## src/rtl/dmem_arb_pkg.sv

```systemverilog
// Shared types and constants for the data-memory arbiter.
package dmem_arb_pkg;

  // Transaction sequencer states.
  typedef enum logic [1:0] {
    IDLE,
    ISSUE,
    DRAIN,
    RESP
  } state_t;

  // Requester identifiers; the value doubles as the grant bit index.
  typedef enum logic {
    REQ_LS  = 1'b0,
    REQ_STK = 1'b1
  } req_id_t;

  localparam int BYTES_PER_WORD = 4;
  localparam int CNT_W          = 2;

  // Selects byte k of a word, big-endian (k = 0 is bits 31:24).
  function automatic logic [7:0] word_byte(input logic [31:0] w,
                                           input logic [CNT_W-1:0] k);
    case (k)
      2'd0:    return w[31:24];
      2'd1:    return w[23:16];
      2'd2:    return w[15:8];
      default: return w[7:0];
    endcase
  endfunction

endpackage

```

## src/rtl/dmem_rr_arb2.sv

```systemverilog
// Two-way round-robin arbiter. The pointer names the requester that wins a
// tie and flips to the other requester after every accepted grant.
module dmem_rr_arb2
  import dmem_arb_pkg::*;
(
  input  logic       clk,
  input  logic       rst,
  input  logic [1:0] valid,
  input  logic       accept,
  output logic [1:0] grant
);

  req_id_t ptr;

  // Grant selection: a lone request wins outright, a tie goes to the pointer.
  always_comb begin
    // NOTE: give every combinational output a default first so no path leaves it unassigned (latch).
    grant = 2'b00;
    if (valid == 2'b11) begin
      grant = (ptr == REQ_LS) ? 2'b01 : 2'b10;
    end else begin
      grant = valid;
    end
  end

  // Pointer update: after a grant, favour the requester that did not win.
  always_ff @(posedge clk or posedge rst) begin
    // NOTE: sequential state uses non-blocking assignments so all flops update from pre-edge values.
    if (rst) begin
      ptr <= REQ_LS;
    end else if (accept) begin
      ptr <= grant[0] ? REQ_STK : REQ_LS;
    end
  end

endmodule

```

## src/rtl/dmem_arbiter.sv

```systemverilog
// Data-memory arbiter: serialises 32-bit LS and STK word accesses onto a
// byte-wide synchronous memory port, four byte cycles per word, big-endian.
// Optional: define DMEM_ARB_ALIGN_CHECK_EN to reject word-misaligned
// addresses with an error response and no memory cycles.
module dmem_arbiter
  import dmem_arb_pkg::*;
#(
  parameter int ADDR_W = 5,
  parameter int DATA_W = 32
) (
  input  logic              clk,
  input  logic              rst,
  input  logic              ls_valid,
  input  logic              ls_we,
  input  logic [ADDR_W-1:0] ls_addr,
  input  logic [DATA_W-1:0] ls_wdata,
  output logic              ls_ready,
  output logic              ls_rsp_valid,
  output logic              ls_rsp_err,
  input  logic              stk_valid,
  input  logic              stk_we,
  input  logic [ADDR_W-1:0] stk_addr,
  input  logic [DATA_W-1:0] stk_wdata,
  output logic              stk_ready,
  output logic              stk_rsp_valid,
  output logic              stk_rsp_err,
  output logic [DATA_W-1:0] rsp_rdata,
  output logic              busy,
  output logic              mem_en,
  output logic              mem_we,
  output logic [ADDR_W-1:0] mem_addr,
  output logic [7:0]        mem_wdata,
  input  logic [7:0]        mem_rdata
);

  state_t            state;
  logic [CNT_W-1:0]  cnt;
  req_id_t           owner;
  logic              lat_we;
  logic [DATA_W-1:0] lat_wdata;
  logic [23:0]       rd_buf;

  logic [1:0]        grant;
  logic              accept;
  logic              win_we;
  logic [ADDR_W-1:0] win_addr;
  logic [DATA_W-1:0] win_wdata;
  logic              win_misaligned;

  // Requests are only considered while idle; ready is the idle-gated grant.
  assign accept    = (state == IDLE) && (ls_valid || stk_valid);
  assign ls_ready  = accept && grant[REQ_LS];
  assign stk_ready = accept && grant[REQ_STK];
  assign busy      = (state != IDLE);

  assign win_we    = grant[REQ_STK] ? stk_we    : ls_we;
  assign win_addr  = grant[REQ_STK] ? stk_addr  : ls_addr;
  assign win_wdata = grant[REQ_STK] ? stk_wdata : ls_wdata;

`ifdef DMEM_ARB_ALIGN_CHECK_EN
  assign win_misaligned = (win_addr[1:0] != 2'b00);
`else
  assign win_misaligned = 1'b0;
  assign ls_rsp_err     = 1'b0;
  assign stk_rsp_err    = 1'b0;
`endif

  dmem_rr_arb2 u_arb (
    .clk    (clk),
    .rst    (rst),
    .valid  ({stk_valid, ls_valid}),
    .accept (accept),
    .grant  (grant)
  );

  // Transaction sequencer with registered memory-port and response outputs.
  always_ff @(posedge clk or posedge rst) begin
    if (rst) begin
      state         <= IDLE;
      cnt           <= '0;
      owner         <= REQ_LS;
      lat_we        <= 1'b0;
      lat_wdata     <= '0;
      rd_buf        <= '0;
      rsp_rdata     <= '0;
      ls_rsp_valid  <= 1'b0;
      stk_rsp_valid <= 1'b0;
`ifdef DMEM_ARB_ALIGN_CHECK_EN
      ls_rsp_err    <= 1'b0;
      stk_rsp_err   <= 1'b0;
`endif
      mem_en        <= 1'b0;
      mem_we        <= 1'b0;
      mem_addr      <= '0;
      mem_wdata     <= '0;
    end else begin
      // Response strobes are single-cycle pulses unless re-armed below.
      ls_rsp_valid  <= 1'b0;
      stk_rsp_valid <= 1'b0;
`ifdef DMEM_ARB_ALIGN_CHECK_EN
      ls_rsp_err    <= 1'b0;
      stk_rsp_err   <= 1'b0;
`endif
      case (state)
        IDLE: begin
          if (accept) begin
            owner     <= grant[REQ_STK] ? REQ_STK : REQ_LS;
            lat_we    <= win_we;
            lat_wdata <= win_wdata;
            cnt       <= '0;
            if (win_misaligned) begin
              // Rejected request: answer directly, memory is never touched.
              state         <= RESP;
              ls_rsp_valid  <= grant[REQ_LS];
              stk_rsp_valid <= grant[REQ_STK];
`ifdef DMEM_ARB_ALIGN_CHECK_EN
              ls_rsp_err    <= grant[REQ_LS];
              stk_rsp_err   <= grant[REQ_STK];
`endif
            end else begin
              state     <= ISSUE;
              mem_en    <= 1'b1;
              mem_we    <= win_we;
              mem_addr  <= win_addr;
              mem_wdata <= word_byte(win_wdata, 2'd0);
            end
          end
        end
        ISSUE: begin
          // Read byte k-1 arrives while byte k is being issued.
          if (!lat_we && (cnt != 2'd0)) begin
            rd_buf <= {rd_buf[15:0], mem_rdata};
          end
          if (cnt == CNT_W'(BYTES_PER_WORD - 1)) begin
            state  <= DRAIN;
            mem_en <= 1'b0;
            mem_we <= 1'b0;
          end else begin
            cnt       <= cnt + 2'd1;
            mem_addr  <= mem_addr + ADDR_W'(1);
            mem_wdata <= word_byte(lat_wdata, cnt + 2'd1);
          end
        end
        DRAIN: begin
          // Last read byte lands here; writes just spend the same cycle.
          if (!lat_we) begin
            rsp_rdata <= {rd_buf, mem_rdata};
          end
          state         <= RESP;
          ls_rsp_valid  <= (owner == REQ_LS);
          stk_rsp_valid <= (owner == REQ_STK);
        end
        default: begin
          state <= IDLE;
          cnt   <= '0;
        end
      endcase
    end
  end

endmodule

```

## config.mk

```make
export PLATFORM = sky130hd
export DESIGN_NAME = dmem_arbiter
export DESIGN_NICKNAME = d
export VERILOG_FILES = /design/src/rtl/dmem_arb_pkg.sv /design/src/rtl/dmem_rr_arb2.sv /design/src/rtl/dmem_arbiter.sv
export SDC_FILE = /design/constraint.sdc
export NUM_CORES = 1
export LEC_CHECK = 0
export BUFFER_PORTS_ARGS = -buffer_cell sky130_fd_sc_hd__buf_2
export CORE_ASPECT_RATIO = 0.6
export CORE_MARGIN = 5
export CORE_UTILIZATION = 40
export DETAILED_ROUTE_END_ITERATION = 8
export MAX_ROUTING_LAYER = met4
export PLACE_DENSITY = 0.72
export SYNTH_ARGS = -nofsm -noshare
export SYNTH_HDL_FRONTEND = slang
export SYNTH_SLANG_ARGS = --single-unit
```

## constraint.sdc

```tcl
create_clock -name clk -period 4.5 [get_ports clk]
set_clock_uncertainty 0.1 [all_clocks]
set_input_delay 0 -clock clk [delete_from_list [all_inputs] [get_ports clk]]
set_output_delay 0 -clock clk [all_outputs]
set_load 0.05 [all_outputs]
```

==> results of run 1 <==
state kept, by name (all words and copies together), names as in the netlist:
| signal | cells |
|---|---|
| cnt | 2 |
| lat_wdata | 32 |
| lat_we | 1 |
| ls_rsp_valid | 1 |
| mem_addr | 5 |
| mem_en | 1 |
| mem_wdata | 8 |
| mem_we | 1 |
| owner | 1 |
| rd_buf | 24 |
| rsp_rdata | 32 |
| state | 2 |
| stk_rsp_valid | 1 |
| u_arb.ptr | 1 |
layout by cell type (no fill, tap or decap), types with 2 or more instances in the layout:
| cell type | synthesis | layout |
|---|---|---|
| sky130_fd_sc_hd__nand4_1 | 2 | 2 |
| sky130_fd_sc_hd__o21ai_1 | 36 | 35 |
| sky130_fd_sc_hd__mux2i_1 | 25 | 25 |
| sky130_fd_sc_hd__ha_1 | 11 | 11 |
| sky130_fd_sc_hd__nand3b_1 | 8 | 8 |
| sky130_fd_sc_hd__a31oi_1 | 2 | 2 |
| sky130_fd_sc_hd__nor4_1 | 3 | 3 |
| sky130_fd_sc_hd__o21ai_0 | 24 | 24 |
| sky130_fd_sc_hd__nor2_1 | 5 | 4 |
| sky130_fd_sc_hd__inv_2 | 2 | 2 |
| sky130_fd_sc_hd__o22a_1 | 8 | 8 |
| sky130_fd_sc_hd__a21oi_1 | 19 | 19 |
| sky130_fd_sc_hd__a21o_1 | 11 | 11 |
| sky130_fd_sc_hd__a22o_1 | 10 | 10 |
| sky130_fd_sc_hd__buf_2 | 5 | 139 |
| sky130_fd_sc_hd__conb_1 | 1 | 2 |
| sky130_fd_sc_hd__nand2b_1 | 5 | 5 |
| sky130_fd_sc_hd__mux2_1 | 15 | 15 |
| sky130_fd_sc_hd__dfrtp_1 | 112 | 112 |
| sky130_fd_sc_hd__nor2b_1 | 3 | 2 |
| sky130_fd_sc_hd__inv_8 | 0 | 3 |
| sky130_fd_sc_hd__inv_1 | 8 | 7 |
| sky130_fd_sc_hd__a211oi_1 | 9 | 9 |
| sky130_fd_sc_hd__clkbuf_16 | 0 | 9 |
| sky130_fd_sc_hd__o221a_1 | 3 | 3 |
| sky130_fd_sc_hd__o31ai_1 | 2 | 2 |
| sky130_fd_sc_hd__buf_4 | 6 | 5 |
| sky130_fd_sc_hd__nand2_1 | 128 | 128 |
| sky130_fd_sc_hd__dlygate4sd3_1 | 0 | 77 |
| sky130_fd_sc_hd__clkinv_8 | 0 | 2 |
| sky130_fd_sc_hd__mux2_2 | 13 | 13 |
cells by family after synthesis:
kind of cell,count (synthesis),share of synthesized area
buffers and inverters,44,0.04014
and+or+nand+nor,161,0.1358
other,1,0.0007205
AOI/OAI and AO/OA,126,0.1498
muxes,53,0.1087
adders and majority gates,11,0.02644
DFF,112,0.5385
routing by layer:
layer | vias to the layer above | GRT usage
li1 | 2145 | -
met1 | 2122 | 0.2837
met2 | 167 | 0.2886
met3 | 20 | 0.04562
met4 | 0 | 0.03966
met5 | - | -
final timing paths:
check / slack [ns] / cells past startpoint / startpoint / end
worst max-delay path: 1.37 / 5 / u_arb.ptr$_DFFE_PP0P_ / mem_addr[2]$_DFFE_PP0P_
worst min-delay path: 0.02 / 4 / ls_wdata[24] / mem_wdata[0]$_DFFE_PP0P_
worst max register to register: 1.37 / 5 / u_arb.ptr$_DFFE_PP0P_ / mem_addr[2]$_DFFE_PP0P_
worst min register to register: 0.34 / 1 / owner$_DFFE_PP0P_ / ls_rsp_valid$_DFF_PP0_
max in group asynchronous: 2.89 / 4 / rst / owner$_DFFE_PP0P_
min in group asynchronous: 0.20 / 3 / rst / rsp_rdata[1]$_DFFE_PP0P_
power by group:
| part | total (uW) | internal [uW] | switching, uW | leakage (uW) |
|---|---|---|---|---|
| combinational | 2430 | 794 | 1640 | 0.00200 |
| clock | 810 | 399 | 411 | 0.000151 |
| sequential | 1800 | 1460 | 343 | 0.00141 |
| total | 5040 | 2650 | 2390 | 0.00357 |
per-stage QoR:
step / setup slack, ns / std cells / hold slack [ns]
2_1_floorplan: 1.441 / 509 / 0.005435
3_3_place_gp: 1.578 / 789 / 0.03809
3_5_place_dp: 1.455 / 789 / 0.05222
4_1_cts: 1.443 / 882 / 0.004572
5_1_grt: 1.188 / 882 / 0.04511
6_report: 1.374 / 882 / 0.02122
cell type report:
class,instances,area [um2],share of cell area
clock inverter,7,80.08,0.01131
tap,170,212.7,0.03003
clock buffer,9,225.2,0.03180
multi-input combinational,353,2218,0.3132
inverter,10,40.04,0.005653
timing repair buffer,221,1504,0.2123
sequential,112,2803,0.3957
timing repair:
item                      CTS  global route
hold endpoints to repair  109             0
hold buffers               77             0
setup buffers               0             0
worst reg2reg max path: stages (launching register included):
cell	delay, ns
sky130_fd_sc_hd__dfrtp_1	0.41
sky130_fd_sc_hd__nor2b_1	0.91
sky130_fd_sc_hd__nor2_4	0.43
sky130_fd_sc_hd__mux2_2	0.40
sky130_fd_sc_hd__dlygate4sd3_1	0.56
sky130_fd_sc_hd__o221a_1	0.20
==> run summary, run 1 <==
FLOORPLAN
------------------------------------------------------------------------------------------------------
IO Pins .................................................................................          142
DIE WIDTH ...............................................................................     157.3 um
Total die area ..........................................................................   15,470 um2
Core Box Area ...........................................................................   12,810 um2
Total number of placement rows ..........................................................           32
Chip Height .............................................................................     98.36 um
Initial standard-cell utilization of the core ...........................................       0.4063

DETAILED ROUTING
------------------------------------------------------------------------------------------------------
Highest routed metal layer ..............................................................         met4
Per-cell via count in the routed design .................................................        5.050
Routed metal-1 wirelength ...............................................................      7058 um
DRT Pass-1 Iters ........................................................................            6
Length of routed met2 wiring ............................................................      6281 um
Number of DRC violations after detailed-routing iteration 0 .............................          248
Post-route DRC violation count ..........................................................            0
Routed wl met3 ..........................................................................      1109 um
Total number of vias ....................................................................        4,454
Total wirelength of the detailed-routed design ..........................................    14,630 um
Number of routed nets with antenna violations ...........................................            0
Detailed-route wire length per cell .....................................................     16.59 um

STA
------------------------------------------------------------------------------------------------------
Worst slew margin relative to its limit .................................................       0.2100
Sum of negative setup slack .............................................................         0 ns
Slew Limit Fails ........................................................................            0
Transition at the pin with the smallest max-transition slack ............................     1.183 ns
RSZ-0062 raised after global routing ....................................................        false
Highest clock frequency the design can meet .............................................   0.3199 GHz
Final worst path period share ...........................................................       0.6947
Setup violation total in the final timing report ........................................            0
Fin crit period .........................................................................     3.126 ns
Count of endpoints failing hold in the final timing report ..............................            0

CLOCK TREE
------------------------------------------------------------------------------------------------------
Maximum root-to-sink buffer count .......................................................            2
H-tree levels ...........................................................................            3
Number of cells upsized or downsized after cts ..........................................            0
Clock latency on the worst-skew pair ....................................................      0.35 ns
Clock transition at the register clock pins on the worst setup and hold paths after CTS .      0.09 ns
Total CTS buffers .......................................................................            9
Clock tree from TritonCTS ...............................................................         done
Total number of clock tree sinks ........................................................          112
Root buffer cell ........................................................................ sky130_fd_sc_hd__clkbuf_16

SYNTH
------------------------------------------------------------------------------------------------------
EDFF count, synth .......................................................................            0
Async S/R FF share, synth ...............................................................        1.000
Leading register cell type out of synthesis ............................................. sky130_fd_sc_hd__dfrtp_1
Post-Syn Area ...........................................................................     5205 um2
Warnings, synthesis .....................................................................            0
Sequential fraction of the synthesis area ...............................................       0.5385
Top cells by area, synth ................................................................ sky130_fd_sc_hd__dfrtp_1, sky130_fd_sc_hd__nand2_1, sky130_fd_sc_hd__mux2i_1
Proportion of netlist area held by the largest area contributor .........................       0.5385
Area leader, netlist .................................................................... sky130_fd_sc_hd__dfrtp_1
Average footprint of a synthesized cell .................................................    10.25 um2
Most instantiated library cell after synthesis .......................................... sky130_fd_sc_hd__nand2_1
Register bit count reported by yosys ....................................................          112
Commonest cells post-synth .............................................................. sky130_fd_sc_hd__nand2_1, sky130_fd_sc_hd__dfrtp_1, sky130_fd_sc_hd__o21ai_1, sky130_fd_sc_hd__mux2i_1, sky130_fd_sc_hd__o21ai_0
Unique masters post-synth ...............................................................           39
Post-Synthesis Cells ....................................................................          508

PLACED DESIGN
------------------------------------------------------------------------------------------------------
Total half-perimeter wirelength after legalization and detailed placement ...............    10,220 um
Final Wtd Congestion ....................................................................       0.8726
Placed Instance Area ....................................................................     6007 um2
Count of port buffers added during placement ............................................          139

RUN STATUS
------------------------------------------------------------------------------------------------------
Result of the run .......................................................................    completed

CRITICAL PATH
------------------------------------------------------------------------------------------------------
Data arrival time at the worst-slack endpoint ...........................................      3.26 ns
Data required, critical path ............................................................      4.64 ns
Top cell family by delay on the critical path ........................................... simple AND/OR/NAND/NOR gates
Slowest stage delay, CP .................................................................      0.91 ns
Critical-path maximum fanout ............................................................           29
Worst Setup Path Type ...................................................................      reg2reg
Slowest cell on the critical path ....................................................... sky130_fd_sc_hd__nor2b_1
Endpoint type of the worst setup path ...................................................    flip-flop
Count of buffering cells on the critical path with inverters included ...................            1
Category of the worst setup path launch point ...........................................    flip-flop
Cells traversed along the worst timing path ............................................. nor2b_1 -> nor2_4 -> mux2_2 -> dlygate4sd3_1 -> o221a_1

POWER
------------------------------------------------------------------------------------------------------
Reported leakage power ..................................................................  0.003568 uW
Power density over the cells ............................................................ 711.9 nW/um2
Pwr Total ...............................................................................      5042 uW
Maximum vdd ir drop .....................................................................    0.3348 mV

FINISH
------------------------------------------------------------------------------------------------------
Area growth from synthesis to layout ....................................................       36.08%
Fill cells ..............................................................................        1,166
Summed area of non-filler cells in the final layout .....................................     7083 um2
Fraction of final layout cells with drive strength greater than 1 .......................       0.2584
Final cell utilization of the core ......................................................       0.5528
Diodes inserted .........................................................................            0
Net count, final ........................................................................          806

GLOBAL ROUTE
------------------------------------------------------------------------------------------------------
Global-route congestion overflow total ..................................................            0
Number of global-route vias before repair ...............................................        4,598
Largest net degree at the start of global routing .......................................           66
Tot GR Track Use ........................................................................       0.1976
Wire length of the first global-routing pass ............................................    23,630 um
Initial antenna violation count .........................................................            0

RUN
------------------------------------------------------------------------------------------------------
Max Cap Violations ......................................................................            0

WORST HOLD PATH
------------------------------------------------------------------------------------------------------
Class of the tightest hold or removal check .............................................       in2reg

No activity file was read; power rests on OpenSTA's default activity.
==> run 2, diff against run 1 <==
--- a/config.mk
+++ b/config.mk
@@ -11,7 +11,7 @@
 export CORE_UTILIZATION = 40
 export DETAILED_ROUTE_END_ITERATION = 8
 export MAX_ROUTING_LAYER = met4
-export PLACE_DENSITY = 0.72
+export PLACE_DENSITY = 0.74
 export SYNTH_ARGS = -nofsm -noshare
 export SYNTH_HDL_FRONTEND = slang
 export SYNTH_SLANG_ARGS = --single-unit
==> constraint.sdc (replaced) <==
create_clock -name clk -period 2.6 [get_ports clk]
set_clock_uncertainty 0.1 [all_clocks]
set_input_delay 0 -clock clk [delete_from_list [all_inputs] [get_ports clk]]
set_output_delay 0 -clock clk [all_outputs]
set_load 0.05 [all_outputs]
==> run 2 against run 1 <==
Worst setup slack got worse by 1.1 ns. Wire length up 0.44%. Via count up 1.1%. Critical path depth grew 1. Combinational power is 73% higher. Hold slack worse by 0.0014 ns. Register-to-register slack worse by 1.1 ns. Non-clock buffer count grew 4. Utilization up 0.15 points.
==> run summary, run 2 (same netlist as run 1, synthesis figures left out) <==
RUN STATUS
------------------------------------------------------------------------------------------------------
Result of the run .......................................................................    completed   unchanged

CRITICAL PATH
------------------------------------------------------------------------------------------------------
Category of the worst setup path launch point ...........................................    flip-flop   unchanged
Worst r2r src ........................................................................... u_arb.ptr$_DFFE_PP0P_   unchanged
Data required, critical path ............................................................      2.69 ns   was 4.64 ns
End of the worst register-to-register path .............................................. lat_wdata[15]$_DFFE_PP0P_   was mem_addr[2]$_DFFE_PP0P_
Critical-path maximum fanout ............................................................           24   was 29
Setup slack, reg-to-reg .................................................................      0.30 ns   was 1.37 ns
Number of cells on the worst reg-to-reg path ............................................            6   was 5
Worst Setup Path Type ...................................................................      reg2reg   unchanged
Data arrival time at the worst-slack endpoint ...........................................      2.39 ns   was 3.26 ns
Start point of the critical path ........................................................ u_arb.ptr$_DFFE_PP0P_   unchanged
Capturing element of the worst setup path ............................................... lat_wdata[15]$_DFFE_PP0P_   was mem_addr[2]$_DFFE_PP0P_
Endpoint type of the worst setup path ...................................................    flip-flop   unchanged

STA
------------------------------------------------------------------------------------------------------
Highest clock frequency the design can meet .............................................   0.4353 GHz   was 0.3199 GHz
Sum of negative setup slack .............................................................         0 ns   unchanged
Final worst path period share ...........................................................       0.8836   was 0.6947
Smallest setup slack after layout .......................................................    0.3027 ns   was 1.374 ns
RSZ-0062 raised after global routing ....................................................        false   unchanged
Setup violation total in the final timing report ........................................            0   unchanged
Count of endpoints failing hold in the final timing report ..............................            0   unchanged
Transition at the pin with the smallest max-transition slack ............................     1.004 ns   was 1.183 ns
Worst slew margin relative to its limit .................................................       0.3284   was 0.2100
Slew Limit Fails ........................................................................            0   unchanged
Fin crit period .........................................................................     2.297 ns   was 3.126 ns

FLOORPLAN
------------------------------------------------------------------------------------------------------
Total number of placement rows ..........................................................           32   unchanged
Initial standard-cell utilization of the core ...........................................       0.4063   unchanged
Core Box Area ...........................................................................   12,810 um2   unchanged
Chip Height .............................................................................     98.36 um   unchanged
Total die area ..........................................................................   15,470 um2   unchanged
DIE WIDTH ...............................................................................     157.3 um   unchanged
IO Pins .................................................................................          142   unchanged

DETAILED ROUTING
------------------------------------------------------------------------------------------------------
Number of routed nets with antenna violations ...........................................            0   unchanged
Total number of vias ....................................................................        4,503   was 4,454
Per-cell via count in the routed design .................................................        5.082   was 5.050
Number of DRC violations after detailed-routing iteration 0 .............................          398   was 248
Detailed-route wire length per cell .....................................................     16.59 um   about the same
DRT Pass-1 Iters ........................................................................            5   was 6
Post-route DRC violation count ..........................................................            0   unchanged
Total wirelength of the detailed-routed design ..........................................    14,700 um   was 14,630 um

CLOCK TREE
------------------------------------------------------------------------------------------------------
Root buffer cell ........................................................................ sky130_fd_sc_hd__clkbuf_16   unchanged
Buffer count from post-CTS setup fixing .................................................            0   unchanged
Clock transition at the register clock pins on the worst setup and hold paths after CTS .      0.07 ns   was 0.09 ns
Clock tree from TritonCTS ...............................................................         done   unchanged
Maximum root-to-sink buffer count .......................................................            2   unchanged
Total CTS buffers .......................................................................            9   unchanged
Total number of clock tree sinks ........................................................          112   unchanged
Clock latency on the worst-skew pair ....................................................      0.34 ns   was 0.35 ns
H-tree levels ...........................................................................            3   unchanged

POWER
------------------------------------------------------------------------------------------------------
Reported leakage power ..................................................................  0.003570 uW   was 0.003568 uW
Maximum vdd ir drop .....................................................................    0.6636 mV   was 0.3348 mV
Power density over the cells ............................................................  1221 nW/um2   was 711.9 nW/um2
Pwr Total ...............................................................................      8673 uW   was 5042 uW

PLACED DESIGN
------------------------------------------------------------------------------------------------------
DP Worst Slack ..........................................................................    0.2849 ns   was 1.455 ns
Final Wtd Congestion ....................................................................       0.8910   was 0.8726
Total half-perimeter wirelength after legalization and detailed placement ...............    10,210 um   was 10,220 um
Placed Instance Area ....................................................................     6058 um2   was 6007 um2
Count of port buffers added during placement ............................................          139   unchanged

FINISH
------------------------------------------------------------------------------------------------------
Area growth from synthesis to layout ....................................................       36.44%   was 36.08%
Commonest cells after routing, fill and taps aside ...................................... sky130_fd_sc_hd__buf_2, sky130_fd_sc_hd__nand2_1, sky130_fd_sc_hd__dfrtp_1   unchanged
Fill cells ..............................................................................        1,117   was 1,166
Diodes inserted .........................................................................            0   unchanged
Net count, final ........................................................................          810   was 806
Registers with the most flip-flops ...................................................... lat_wdata: 32 flops, rsp_rdata: 32 flops, rd_buf: 24 flops   unchanged
Summed area of non-filler cells in the final layout .....................................     7102 um2   was 7083 um2
Fraction of final layout cells with drive strength greater than 1 .......................       0.2654   was 0.2584
Most common cell after layout, fill and taps aside ...................................... sky130_fd_sc_hd__buf_2   unchanged

GLOBAL ROUTE
------------------------------------------------------------------------------------------------------
Global-route congestion overflow total ..................................................            0   unchanged
Largest net degree at the start of global routing .......................................          113   was 66
Initial antenna violation count .........................................................            0   unchanged
Number of global-route vias before repair ...............................................        4,475   was 4,598
Tot GR Track Use ........................................................................       0.2014   was 0.1976
Wire length of the first global-routing pass ............................................    24,030 um   was 23,630 um

RUN
------------------------------------------------------------------------------------------------------
Max Cap Violations ......................................................................            0   unchanged

WORST HOLD PATH
------------------------------------------------------------------------------------------------------
Class of the tightest hold or removal check .............................................       in2reg   unchanged

## run 2: worst min-delay path by stage
stage | depth (start not counted) | slack (ns) | start | endpoint
after global placement | 3 | 0.11 | rst | ls_rsp_valid$_DFF_PP0_
after global routing | 4 | 0.02 | stk_wdata[30] | mem_wdata[6]$_DFFE_PP0P_
after CTS | 4 | 0.002 | ls_wdata[29] | lat_wdata[29]$_DFFE_PP0P_
after floorplan | 2 | 0.005 | mem_rdata[0] | rsp_rdata[0]$_DFFE_PP0P_
final | 4 | 0.02 | stk_wdata[30] | mem_wdata[6]$_DFFE_PP0P_
after detailed placement | 3 | 0.12 | mem_rdata[0] | rsp_rdata[0]$_DFFE_PP0P_
## run 2: through the flow
step                      hold WS, ns  utilization  instances
after floorplan              0.005435            -        509
after global placement         0.1097       0.4729        794
after detailed placement       0.1206       0.4729        794
after CTS                    0.002497       0.5541        886
after global routing          0.02230       0.5543        886
final                         0.01982       0.5543        886
## run 2: layer usage
layer / global-route usage / vias up / wire length, um
li1: - / 2149 / -
met5: - / - / 0
met3: 0.03543 / 23 / 924
met1: 0.3036 / 2178 / 7241
met4: 0.05155 / 0 / 257
met2: 0.2801 / 153 / 6274
## run 2: what timing repair did
action | CTS | global route
gates resized for setup | 0 | 1
hold buffers | 76 | 0
endpoints found under the hold margin | 164 | 0
setup endpoints to repair | 0 | 1
## run 2: worst max-delay path, cell delays in order (launching register included)
cell,delay (ns)
sky130_fd_sc_hd__dfrtp_1,0.37
sky130_fd_sc_hd__nor2b_1,0.09
sky130_fd_sc_hd__nor2_4,0.24
sky130_fd_sc_hd__buf_4,0.42
sky130_fd_sc_hd__mux2i_1,0.26
sky130_fd_sc_hd__dlygate4sd3_1,0.59
sky130_fd_sc_hd__o21ai_1,0.06
## run 2: area by class of cell
class                           instances  area [um2]  area share
Clock inverter                          7       55.05    0.007752
Tap cell                              170       212.7     0.02995
Clock buffer                            9       225.2     0.03171
Timing Repair Buffer                  225        1544      0.2174
Sequential cell                       112        2803      0.3946
Inverter                               10       41.29    0.005814
Multi-Input combinational cell        353        2221      0.3127
## run 2: report_power, final
| part | leakage (uW) | internal [uW] | switching, uW |
|---|---|---|---|
| sequential | 0.00141 | 2530 | 610 |
| combinational | 0.00202 | 1390 | 2820 |
| clock | 0.000138 | 663 | 660 |
| total | 0.00357 | 4580 | 4090 |
